<file path="src/rtl/imem_loader_if.sv">
// imem_loader_if: byte-stream handshake plus instruction-memory write bus.
//   in_valid       source has a byte on in_data
//   in_data        byte from the source
//   in_ready       loader can accept a byte this cycle
//   mem_address    byte address of the word being written
//   mem_write_data assembled instruction word
//   mem_write      single-cycle write strobe
// Modports: master = loader side, slave = source/memory side.
interface imem_loader_if #(
  parameter int unsigned WORD_LEN = 32
);
  logic                in_valid;
  logic [7:0]          in_data;
  logic                in_ready;
  logic [WORD_LEN-1:0] mem_address;
  logic [WORD_LEN-1:0] mem_write_data;
  logic                mem_write;

  modport master (
    input  in_valid, in_data,
    output in_ready, mem_address, mem_write_data, mem_write
  );

  modport slave (
    output in_valid, in_data,
    input  in_ready, mem_address, mem_write_data, mem_write
  );
endinterface

</file>
<file path="src/rtl/imem_loader.sv">
// imem_loader: streams a program image (2-byte big-endian word count, then
// 4 bytes per word, MSB first) into the instruction memory and stalls the
// core until the image is complete.
// Optional feature macro: IMEM_LOADER_CHECKSUM_EN adds a trailing XOR
// checksum byte that must match the XOR of all payload bytes.
// Ports:
//   clk           rising-edge clock
//   rst           synchronous active-low reset
//   start         one-cycle pulse, honoured only in IDLE, DONE or ERR
//   bus           imem_loader_if.master (byte handshake + memory write bus)
//   cpu_hold      stalls the core, loader owns the memory write port
//   done          image loaded (held until the next start)
//   error         load aborted (held until the next start)
//   words_loaded  words written so far in the current load
//
// state  | meaning
// IDLE   | waiting for start, nothing loaded
// LEN_HI | accepting word count bits 15:8
// LEN_LO | accepting word count bits 7:0, range check
// DATA   | accepting payload bytes of the current word
// WRITE  | one-cycle write strobe of the assembled word
// CHECK  | accepting checksum byte (checksum build only)
// DONE   | image complete
// ERR    | load aborted
module imem_loader #(
  parameter int unsigned         WORD_LEN  = 32,
  parameter logic [WORD_LEN-1:0] BASE_ADDR = '0,
  parameter int unsigned         MAX_WORDS = 256
) (
  input  logic                clk,
  input  logic                rst,
  input  logic                start,
  imem_loader_if.master       bus,
  output logic                cpu_hold,
  output logic                done,
  output logic                error,
  output logic [15:0]         words_loaded
);

  localparam logic [15:0] MAX_N = 16'(MAX_WORDS);

  typedef enum logic [2:0] {
    S_IDLE, S_LEN_HI, S_LEN_LO, S_DATA, S_WRITE, S_DONE, S_ERR
`ifdef IMEM_LOADER_CHECKSUM_EN
    , S_CHECK
`endif
  } state_t;

  // Where the load goes once the last word (or an empty image) is through.
`ifdef IMEM_LOADER_CHECKSUM_EN
  localparam state_t S_AFTER = S_CHECK;
`else
  localparam state_t S_AFTER = S_DONE;
`endif

  state_t              state, state_next;
  logic [15:0]         n_words;
  logic [1:0]          byte_cnt;
  logic [23:0]         shift;
  logic [WORD_LEN-1:0] mem_address_q;
  logic [WORD_LEN-1:0] mem_write_data_q;
  logic                xfer;
  logic                idle_like;
  logic                last_word;
  logic [15:0]         len_full;
`ifdef IMEM_LOADER_CHECKSUM_EN
  logic [7:0]          csum;
`endif

  assign xfer      = bus.in_valid && bus.in_ready;
  assign idle_like = (state == S_IDLE) || (state == S_DONE) || (state == S_ERR);
  assign last_word = (words_loaded + 16'd1) == n_words;
  assign len_full  = {n_words[15:8], bus.in_data};

  assign bus.mem_address    = mem_address_q;
  assign bus.mem_write_data = mem_write_data_q;

  always_ff @(posedge clk) begin
    if (!rst) state <= S_IDLE;
    else      state <= state_next;
  end

  always_comb begin
    state_next    = state;
    bus.in_ready  = 1'b0;
    bus.mem_write = 1'b0;
    cpu_hold      = 1'b0;
    done          = 1'b0;
    error         = 1'b0;
    case (state)
      S_IDLE: begin
        if (start) state_next = S_LEN_HI;
      end
      S_LEN_HI: begin
        bus.in_ready = 1'b1;
        cpu_hold     = 1'b1;
        if (xfer) state_next = S_LEN_LO;
      end
      S_LEN_LO: begin
        bus.in_ready = 1'b1;
        cpu_hold     = 1'b1;
        if (xfer) begin
          if (len_full > MAX_N)       state_next = S_ERR;
          else if (len_full == 16'd0) state_next = S_AFTER;
          else                        state_next = S_DATA;
        end
      end
      S_DATA: begin
        bus.in_ready = 1'b1;
        cpu_hold     = 1'b1;
        if (xfer && byte_cnt == 2'd3) state_next = S_WRITE;
      end
      S_WRITE: begin
        bus.mem_write = 1'b1;
        cpu_hold      = 1'b1;
        state_next    = last_word ? S_AFTER : S_DATA;
      end
`ifdef IMEM_LOADER_CHECKSUM_EN
      S_CHECK: begin
        bus.in_ready = 1'b1;
        cpu_hold     = 1'b1;
        if (xfer) state_next = (bus.in_data == csum) ? S_DONE : S_ERR;
      end
`endif
      S_DONE: begin
        done = 1'b1;
        if (start) state_next = S_LEN_HI;
      end
      S_ERR: begin
        error = 1'b1;
        if (start) state_next = S_LEN_HI;
      end
      default: state_next = S_IDLE;
    endcase
  end

  always_ff @(posedge clk) begin
    if (!rst) begin
      n_words          <= '0;
      byte_cnt         <= '0;
      shift            <= '0;
      words_loaded     <= '0;
      mem_address_q    <= BASE_ADDR;
      mem_write_data_q <= '0;
`ifdef IMEM_LOADER_CHECKSUM_EN
      csum             <= '0;
`endif
    end else begin
      if (idle_like && start) begin
        words_loaded <= '0;
        byte_cnt     <= '0;
`ifdef IMEM_LOADER_CHECKSUM_EN
        csum         <= '0;
`endif
      end
      if (xfer) begin
        case (state)
          S_LEN_HI: n_words[15:8] <= bus.in_data;
          S_LEN_LO: n_words[7:0]  <= bus.in_data;
          S_DATA: begin
            shift    <= {shift[15:0], bus.in_data};
            byte_cnt <= byte_cnt + 2'd1;
`ifdef IMEM_LOADER_CHECKSUM_EN
            csum     <= csum ^ bus.in_data;
`endif
            // Address and data are latched on the 4th byte so they are
            // stable for the whole WRITE cycle and held afterwards.
            if (byte_cnt == 2'd3) begin
              mem_write_data_q <= WORD_LEN'({shift, bus.in_data});
              mem_address_q    <= BASE_ADDR + WORD_LEN'({words_loaded, 2'b00});
            end
          end
          default: ;
        endcase
      end
      if (state == S_WRITE) words_loaded <= words_loaded + 16'd1;
    end
  end

endmodule

</file>
<file path="src/flat_wrapper.sv">
// flat-port wrapper written by rule: the top's interface ports become plain ports
module imem_loader_flat 
#(
  parameter int unsigned         WORD_LEN  = 32,
  parameter logic [WORD_LEN-1:0] BASE_ADDR = '0,
  parameter int unsigned         MAX_WORDS = 256
)
  (clk, rst, start, cpu_hold, done, error, words_loaded, bus_in_valid, bus_in_data, bus_in_ready, bus_mem_address, bus_mem_write_data, bus_mem_write);
  imem_loader_if #(.WORD_LEN(WORD_LEN)) bus_i ();
  input  logic clk;
  input  logic rst;
  input  logic start;
  output logic cpu_hold;
  output logic done;
  output logic error;
  output logic [15:0] words_loaded;
  input wire logic [$bits(bus_i.in_valid)-1:0] bus_in_valid;
  input wire logic [$bits(bus_i.in_data)-1:0] bus_in_data;
  output wire logic [$bits(bus_i.in_ready)-1:0] bus_in_ready;
  output wire logic [$bits(bus_i.mem_address)-1:0] bus_mem_address;
  output wire logic [$bits(bus_i.mem_write_data)-1:0] bus_mem_write_data;
  output wire logic [$bits(bus_i.mem_write)-1:0] bus_mem_write;
  assign bus_i.in_valid = bus_in_valid;
  assign bus_i.in_data = bus_in_data;
  assign bus_in_ready = bus_i.in_ready;
  assign bus_mem_address = bus_i.mem_address;
  assign bus_mem_write_data = bus_i.mem_write_data;
  assign bus_mem_write = bus_i.mem_write;
  imem_loader #(.WORD_LEN(WORD_LEN), .BASE_ADDR(BASE_ADDR), .MAX_WORDS(MAX_WORDS)) u_core (.clk(clk), .rst(rst), .start(start), .bus(bus_i), .cpu_hold(cpu_hold), .done(done), .error(error), .words_loaded(words_loaded));
endmodule
</file>
<file path="config.mk">
export PLATFORM = sky130hd
export DESIGN_NAME = imem_loader_flat
export DESIGN_NICKNAME = d
export VERILOG_FILES = /design/src/rtl/imem_loader_if.sv /design/src/rtl/imem_loader.sv /design/src/flat_wrapper.sv
export SDC_FILE = /design/constraint.sdc
export NUM_CORES = 1
export LEC_CHECK = 0
export BUFFER_PORTS_ARGS = -buffer_cell sky130_fd_sc_hd__buf_4
export CAP_MARGIN = 20
export CORE_MARGIN = 1.5
export CORE_UTILIZATION = 45
export DETAILED_ROUTE_END_ITERATION = 8
export GPL_TIMING_DRIVEN = 0
export HOLD_SLACK_MARGIN = 0.12
export PLACE_DENSITY = 0.68
export SYNTH_ARGS = -nofsm -noshare
export SYNTH_HDL_FRONTEND = slang
export SYNTH_SLANG_ARGS = --single-unit
</file>
<file path="constraint.sdc">
create_clock -name clk -period 2.09 [get_ports clk]
set_clock_uncertainty 0.1 [all_clocks]
set_input_delay 0.209 -clock clk [delete_from_list [all_inputs] [get_ports clk]]
set_output_delay 0.209 -clock clk [all_outputs]
set_load 0.005 [all_outputs]
</file>
Word-level counts from Yosys, hierarchy flattened
Index checks and enable logic that the tools add are counted.

storage, ports and cells
  logic and storage cells = 57
  input port bits = 12
  register bits = 109

operators by class
  $lt $le $gt $ge = 1
  multiplexer cells = 18
  reduce and logical (&&, ||, !) cells = 16
  $add $sub $neg = 2
  equality and inequality tests = 12

operator list
  kind                                                             count
  two-way mux 16 bit                                               2
  two-way mux 3 bit                                                7
  adder 16 x 1 -> 16 bit (second input constant)                   1
  == test 16 bit                                                   1
  greater-than comparator 16 x 9 -> 1 bit (second input constant)  1
  logical NOT 16 bit                                               1
  case mux 3 bit (5 select lines)                                  1
  == test 3 bit (second input constant)                            3
  inequality test 2 x 1 -> 1 bit (second input constant)           4
  == test 3 x 2 -> 1 bit (second input constant)                   2
  two-way mux 2 bit                                                3
  AND reduction 2 bit                                              3
  OR reduction 3 bit                                               2
  two-way mux 1 bit                                                5
  AND reduction 4 bit                                              1
  OR reduction 4 bit                                               1
  == test 3 x 1 -> 1 bit (second input constant)                   1
  logical AND 1 bit                                                3
  logical NOT 3 bit                                                1
  AND reduction 3 bit                                              1
  adder 2 x 1 -> 2 bit (second input constant)                     1
  == test 2 bit (second input constant)                            1
  logical OR 1 bit                                                 2
  nonzero test 2 bit                                               1

Depth between registers and ports, before layout
Gate-level depths: netlist (run 1).

  depth after elaboration = 7
  mapped depth = 9
  mapped depth without buffers = 7

Least setup slack after synthesis (run 1)
No wires, ideal clock.

  path kind = reg2reg
  from = register u_core.words_loaded[1]
  to = register u_core.state[2]
  path buffers = 0
  stages on the path, launching flop included = 8
  slack = 0.121 ns
  required time = 1.930 ns
  setup time = 0.060 ns
  arrival = 1.809 ns
  cell sequence = dfxtp_1 > ha_1 > and3_1 > nand2_1 > xnor2_1 > o2111ai_1 > nor4_1 > a41o_1

between the ends
  cells in the longest elaborated chain, start to end = 4

ends and longest elaborated chain
  what                             line                RTL
  start, declared                  imem_loader.sv:37   output logic [15:0] words_loaded
  start signal, assigned           imem_loader.sv:176  if (state == S_WRITE) words_loaded <= words_loaded + 16'd1;
  adder 16 x 1 -> 16 bit           imem_loader.sv:72   assign last_word = (words_loaded + 16'd1) == n_words;
  == test 16 bit                   imem_loader.sv:72
  two-way mux 3 bit                imem_loader.sv:116  state_next = last_word ? S_AFTER : S_DATA;
  case mux 3 bit (5 select lines)  imem_loader.sv:90   case (state)
  end signal, assigned             imem_loader.sv:80   else state <= state_next;
  end, declared                    imem_loader.sv:56   state_t state, state_next;

Every way passes these cells.
A chain may end at the register's enable or synchronous reset.

Worst setup path after layout (run 1)
  from = register u_core.n_words[12]
  to = register u_core.state[1]

between the ends
  cells in the longest elaborated chain, start to end = 5
  elaborated cells on any way between the ends = 8
  classes of those cells = order compare: 1; eq/ne: 1; mux: 5; reduce/logical: 1

ends and longest elaborated chain
  what                                                                             line                RTL
  start, declared                                                                  imem_loader.sv:57   logic [15:0] n_words;
  start signal, assigned                                                           imem_loader.sv:158  S_LEN_HI: n_words[15:8] <= bus.in_data;
  branches (longest 4 deep; another with greater-than comparator 16 x 9 -> 1 bit)  -
  case mux 3 bit (5 select lines) (*)                                              imem_loader.sv:90

Every way passes the cells marked *. The select of a mux whose other input is x is not followed.

==> metrics, run 1 <==
Die H 110 microns; cell with the most instances after synthesis nand2_1; Synth top area share 0.427; slowest stage delay, CP 0.54 ns; Setup WS pre-CTS -0.439 ns; DRC violations left 0; VDD IR max 0.397 mV; Syn. warnings 0; CTS Root Cell clkbuf_16; vias in the first global route 4107; layout cells sized above 1 0.218; Syn Inst Count 614; Port Buffer Count 79; outcome complete, no violations; post-layout min period 2.05 ns; row count 38; worst skew pair latency 0.35 ns; Hold Startpoint start; total of max-cap violations 0; antenna violation net count after detailed routing 0; TritonRoute pass-1 iters 4; cell repeated most along the worst path or4_4; CORE AREA 10900 sq um; hold_ws 0.220 ns; kind of cell adding the most delay to the critical path simple AND/OR/NAND/NOR gates; Clock Tree Buf Depth 2; DP Wirelength 9540 microns; slew margin rel. 0.625; clk slew on worst S/H paths 0.07 ns; final hold vios 0; Yosys reg bits 109; Startpoint Class flip-flop; routed wire length 13200 microns; synth cell count leaders nand2_1, dfxtp_1, a21boi_1; fin crit share 0.980; DR vias 4581; Layout fillers 1000; Mapped Area 5110 sq um; Seq/Total Area, Yosys 0.427; DR WL/cell 15.1 microns; nature of the critical path endpoint flip-flop; PnR worst setup slack 0.0413 ns; H-tree levels 3; CTS tree yes; Worst Path Class, Setup flip-flop to flip-flop; largest net degree at the start of global routing 20; Max Clock Freq 488 MHz; worst r2r src u_core.n_words[12]; CP Buf/Inv Count 0; final setup fails 0; RSZ-0062 raised after global routing true; num ports 97; CP required 2.21 ns; Cell Chain, Critical Path or4_4, or4_4, o21ai_4, a21oi_1, o211ai_1, a31oi_1; initial DRC count 259; count of cell types in the netlist 55; Leak Pwr 0.00254 uW; Die X 110 microns; asr flop ratio synth 0; FF/Latch Area 2190 sq um; Slew @ Worst Pin 0.563 ns; Final #Nets 743; multi-input combinational cell area 2760 sq um; Total GRT Usage 0.224; synth top area cells dfxtp_1, nand2_1, a21boi_1, a21boi_0, mux2i_1; Post-synth EDFFs 0; initial core utilization 0.467; first-pass GRT wire length 20500 microns; Hold Crit Class input pin to flip-flop; slowest stage cell, crit path or4_4; Critical Path AT 2.17 ns; Die Area 12000 sq um; Antenna diodes 0; top_reg_cell synth dfxtp_1; antenna violations before repair 0; area grow syn2layout 26.5%; total gr overflow 0; CTS Buf Count 9; Slew Viols, Final 0; vias per cell 5.25; CP Launch Point u_core.n_words[12]; syn_area_per_cell 8.32 sq um; PwrDens 779 nW/um^2; clock net sink count 109; global placer's final weighted congestion 0.932; total power 5040 uW; Crit Path Max Fanout 5; area leader, netlist dfxtp_1
metal layers:
layer  routed length [microns]  vias up  global-route usage  part of all wire
li1                          -     2267                   -                 -
met1                      6470     2165               0.312              0.49
met2                      5830      136               0.354              0.44
met3                       689       13              0.0362             0.052
met4                       171        0              0.0705             0.013
met5                         0        -                   0                 0
worst reg2reg max path, cell delays in order (launching register included):
cell and delay [ns]:
dfxtp_4 0.37, or4_4 0.54, or4_4 0.45, o21ai_4 0.16
a21oi_1 0.08, o211ai_1 0.16, a31oi_1 0.06
cells by family after synthesis:
group           share of synthesized area
compound gates                      0.191
xor+xnor                           0.0463
fa+ha+maj                         0.00490
buf+inv                            0.0649
flops                               0.427
mux                                0.0336
other cells                      0.000734
simple gates                        0.232
worst paths after layout:
check | endpoint | slack, ns | depth (start not counted)
hold / removal | u_core.words_loaded[1] | 0.22 | 4
setup / recovery | u_core.state[1] | 0.04 | 6
setup reg to reg | u_core.state[1] | 0.04 | 6
hold reg to reg | u_core.bus.mem_address[8] | 0.35 | 2
through the flow:
step | utilization | std cells | setup TNS (ns) | cell area [sq um]
after floorplan | - | 629 | 0 | 5160
after global placement | 0.542 | 848 | -3.39 | 5930
after detailed placement | 0.542 | 848 | -3.86 | 5930
after CTS | 0.582 | 871 | 0 | 6360
after global routing | 0.591 | 873 | -0.0176 | 6460
final | 0.591 | 873 | 0 | 6460
layout make-up:
| cell class | instances | area share |
|---|---|---|
| timing repair buffer | 91 | 0.109 |
| multi-input combinational | 459 | 0.427 |
| tap | 140 | 0.0271 |
| clock buffer | 9 | 0.0349 |
| clock inverter | 6 | 0.00891 |
| sequential | 109 | 0.339 |
| inverter | 3 | 0.00271 |
| buffer | 56 | 0.0509 |
timing repair:
action | 4_1_cts | 5_1_grt
pin swaps | 1 | 9
hold endpoints to repair | 36 | 0
resized for setup | 14 | 26
hold buffers | 9 | 0
buffers inserted | 0 | 3
setup endpoints to repair | 32 | 45
cells in the final DEF, fill, tap and decap left out, drive strengths merged, types with 5 or more instances in the layout:
cell type	count
xnor2	14
dfxtp	109
nand4	5
nor3	5
nor4	6
o21ai	21
dlygate4sd3	9
nand3	9
a31oi	6
mux2i	16
nor2b	19
clkinv	5
clkbuf	40
xor2	13
conb	16
buf	107
nor2	25
a21oi	9
a21boi	84
nand2	165
report_power, final:
group | internal [uW] | total (uW) | switching, uW
logic | 521 | 1160 | 640
registers | 2150 | 2230 | 85.9
clock network | 828 | 1640 | 812
registers in the layout (all words and copies together), names as in the netlist:
signal and count:
u_core.bus.mem_address 16, u_core.bus.mem_write_data 32, u_core.byte_cnt 2, u_core.n_words 16, u_core.shift 24, u_core.state 3, u_core.words_loaded 16
(Power assumes the default switching activity.)
==> inputs of run 2 (changes only) <==
--- a/config.mk
+++ b/config.mk
@@ -13,6 +13,7 @@
 export GPL_TIMING_DRIVEN = 0
 export HOLD_SLACK_MARGIN = 0.12
 export PLACE_DENSITY = 0.68
+export SETUP_SLACK_MARGIN = 0.3
 export SYNTH_ARGS = -nofsm -noshare
 export SYNTH_HDL_FRONTEND = slang
 export SYNTH_SLANG_ARGS = --single-unit
==> metrics, run 2 (same netlist as run 1, synthesis figures left out) <==
vias in the first global route 4254; largest net degree at the start of global routing 19; Final Instance Area 6790 sq um; Layout fillers 957; Max Clock Freq 479 MHz; TritonRoute pass-1 iters 4; most frequent cells in the layout nand2_1, buf_4, dfxtp_1; global placer's final weighted congestion 0.862; DP Wirelength 9640 microns; Clock Tree Buf Depth 2; Total GRT Usage 0.237; Port Buffer Count 79; vias per cell 5.32; Antenna diodes 0; setup_tns 0 ns; H-tree levels 3; RSZ-0062 raised after global routing true; initial core utilization 0.467; CTS Root Cell clkbuf_16; CP required 2.29 ns; DR vias 4747; Slew Viols, Final 0; Die Area 12000 sq um; initial DRC count 319; Critical Path AT 2.29 ns; row count 38; Leak Pwr 0.00269 uW; CTS tree yes; layout cells sized above 1 0.283; worst skew pair latency 0.35 ns; VDD IR max 0.518 mV; Startpoint Class flip-flop; clk slew on worst S/H paths 0.07 ns; CTS Buf Count 9; routed wire length 14400 microns; post-layout min period 2.09 ns; total of max-cap violations 0; total gr overflow 0; Worst Path Class, Setup flip-flop to flip-flop; first-pass GRT wire length 21600 microns; Hold Crit Class input pin to flip-flop; commonest non-fill, non-tap cell in the layout nand2_1; clock net sink count 109; Post-Layout Cell Count 893; DR WL/cell 16.1 microns; Inst Count DP 848; Die X 110 microns; antenna violation net count after detailed routing 0; nature of the critical path endpoint flip-flop; area grow syn2layout 32.9%; Cell Area, Placed 5940 sq um; DRC violations left 0; number of flip-flops in the largest register 32; Slew @ Worst Pin 0.575 ns; fin crit share 1.00; final hold vios 0; PwrDens 770 nW/um^2; slew margin rel. 0.616; antenna violations before repair 0; num ports 97; Final #Nets 762; final setup fails 0; outcome complete, no violations; Die H 110 microns; CORE AREA 10900 sq um; Crit Path Max Fanout 5
==> run 2: cell count changes in the layout (fill, tap and decap cells not counted), moves of 3 or more <==
cell | before | now
inv_6 | 1 | 4
xor2_1 | 13 | 10
xor2_2 | 0 | 3
dfxtp_2 | 1 | 8
buf_4 | 99 | 117
nand2_2 | 2 | 5
clkinv_4 | 4 | 1
nand2_1 | 162 | 159
dfxtp_1 | 106 | 98
buf_6 | 3 | 13
clkbuf_1 | 22 | 13
==> run 2: worst max-delay path, cell delays in order (launching register included) <==
cell and delay, ns:
dfxtp_4 0.39, buf_6 0.12, and4_4 0.23, a31oi_1 0.12, nor4_1 0.35, nand3_1 0.18
nor4_4 0.35, a41o_1 0.20
==> run 2: final timing paths <==
kind                                   start  slack (ns)                            end  cells past startpoint
hold / removal                           rst        0.13  u_core.bus.mem_write_data[25]                      2
setup / recovery      u_core.words_loaded[0]      0.0007                u_core.state[2]                      7
setup reg to reg      u_core.words_loaded[0]      0.0007                u_core.state[2]                      7
hold reg to reg   u_core.bus.mem_address[10]        0.35     u_core.bus.mem_address[10]                      2
==> run 2: area by class of cell <==
type	count	area [sq um]	area share
Clock buffer	10	229	0.0337
Buffer	58	413	0.0608
Tap cell	140	175	0.0258
Timing Repair Buffer	108	837	0.123
Inverter	3	18.8	0.00276
Sequential cell	109	2200	0.325
Clock inverter	6	45.0	0.00663
Multi-Input combinational cell	459	2870	0.422
==> run 2: power breakdown <==
part	total (uW)	switching [uW]	leakage [uW]	internal, uW
combinational	1360	737	0.00167	623
sequential	2240	95.6	0.000885	2150
clock	1630	804	0.000138	821
==> run 2: metrics by stage <==
stage / hold WS, ns / power, uW / util / worst slack [ns]
finish: 0.126 / 5230 / 0.621 / 0.000655
global route: 0.133 / 5430 / 0.621 / -0.0364
CTS: 0.124 / 5060 / 0.595 / 0.0918
detailed placement: 0.346 / 3350 / 0.543 / -0.270
global placement: 0.338 / 3320 / 0.543 / -0.285
floorplan: 0.244 / 3040 / - / 0.186
==> run 2: what timing repair did <==
item                                    4_1_cts  5_1_grt
pin swaps                                    10       18
cloned                                        0        1
setup buffers                                 4       15
hold buffers                                  9        0
resized for setup                            51       68
endpoints found under the hold margin        31        0
endpoints found under the setup margin       88       85
==> run 2: layer usage <==
metal  wire (microns)  share of wire  track usage
met2             6620           0.46        0.380
met1             6390           0.45        0.319
met3             1060          0.074       0.0498
met5                0              0            0
met4              278          0.019       0.0705
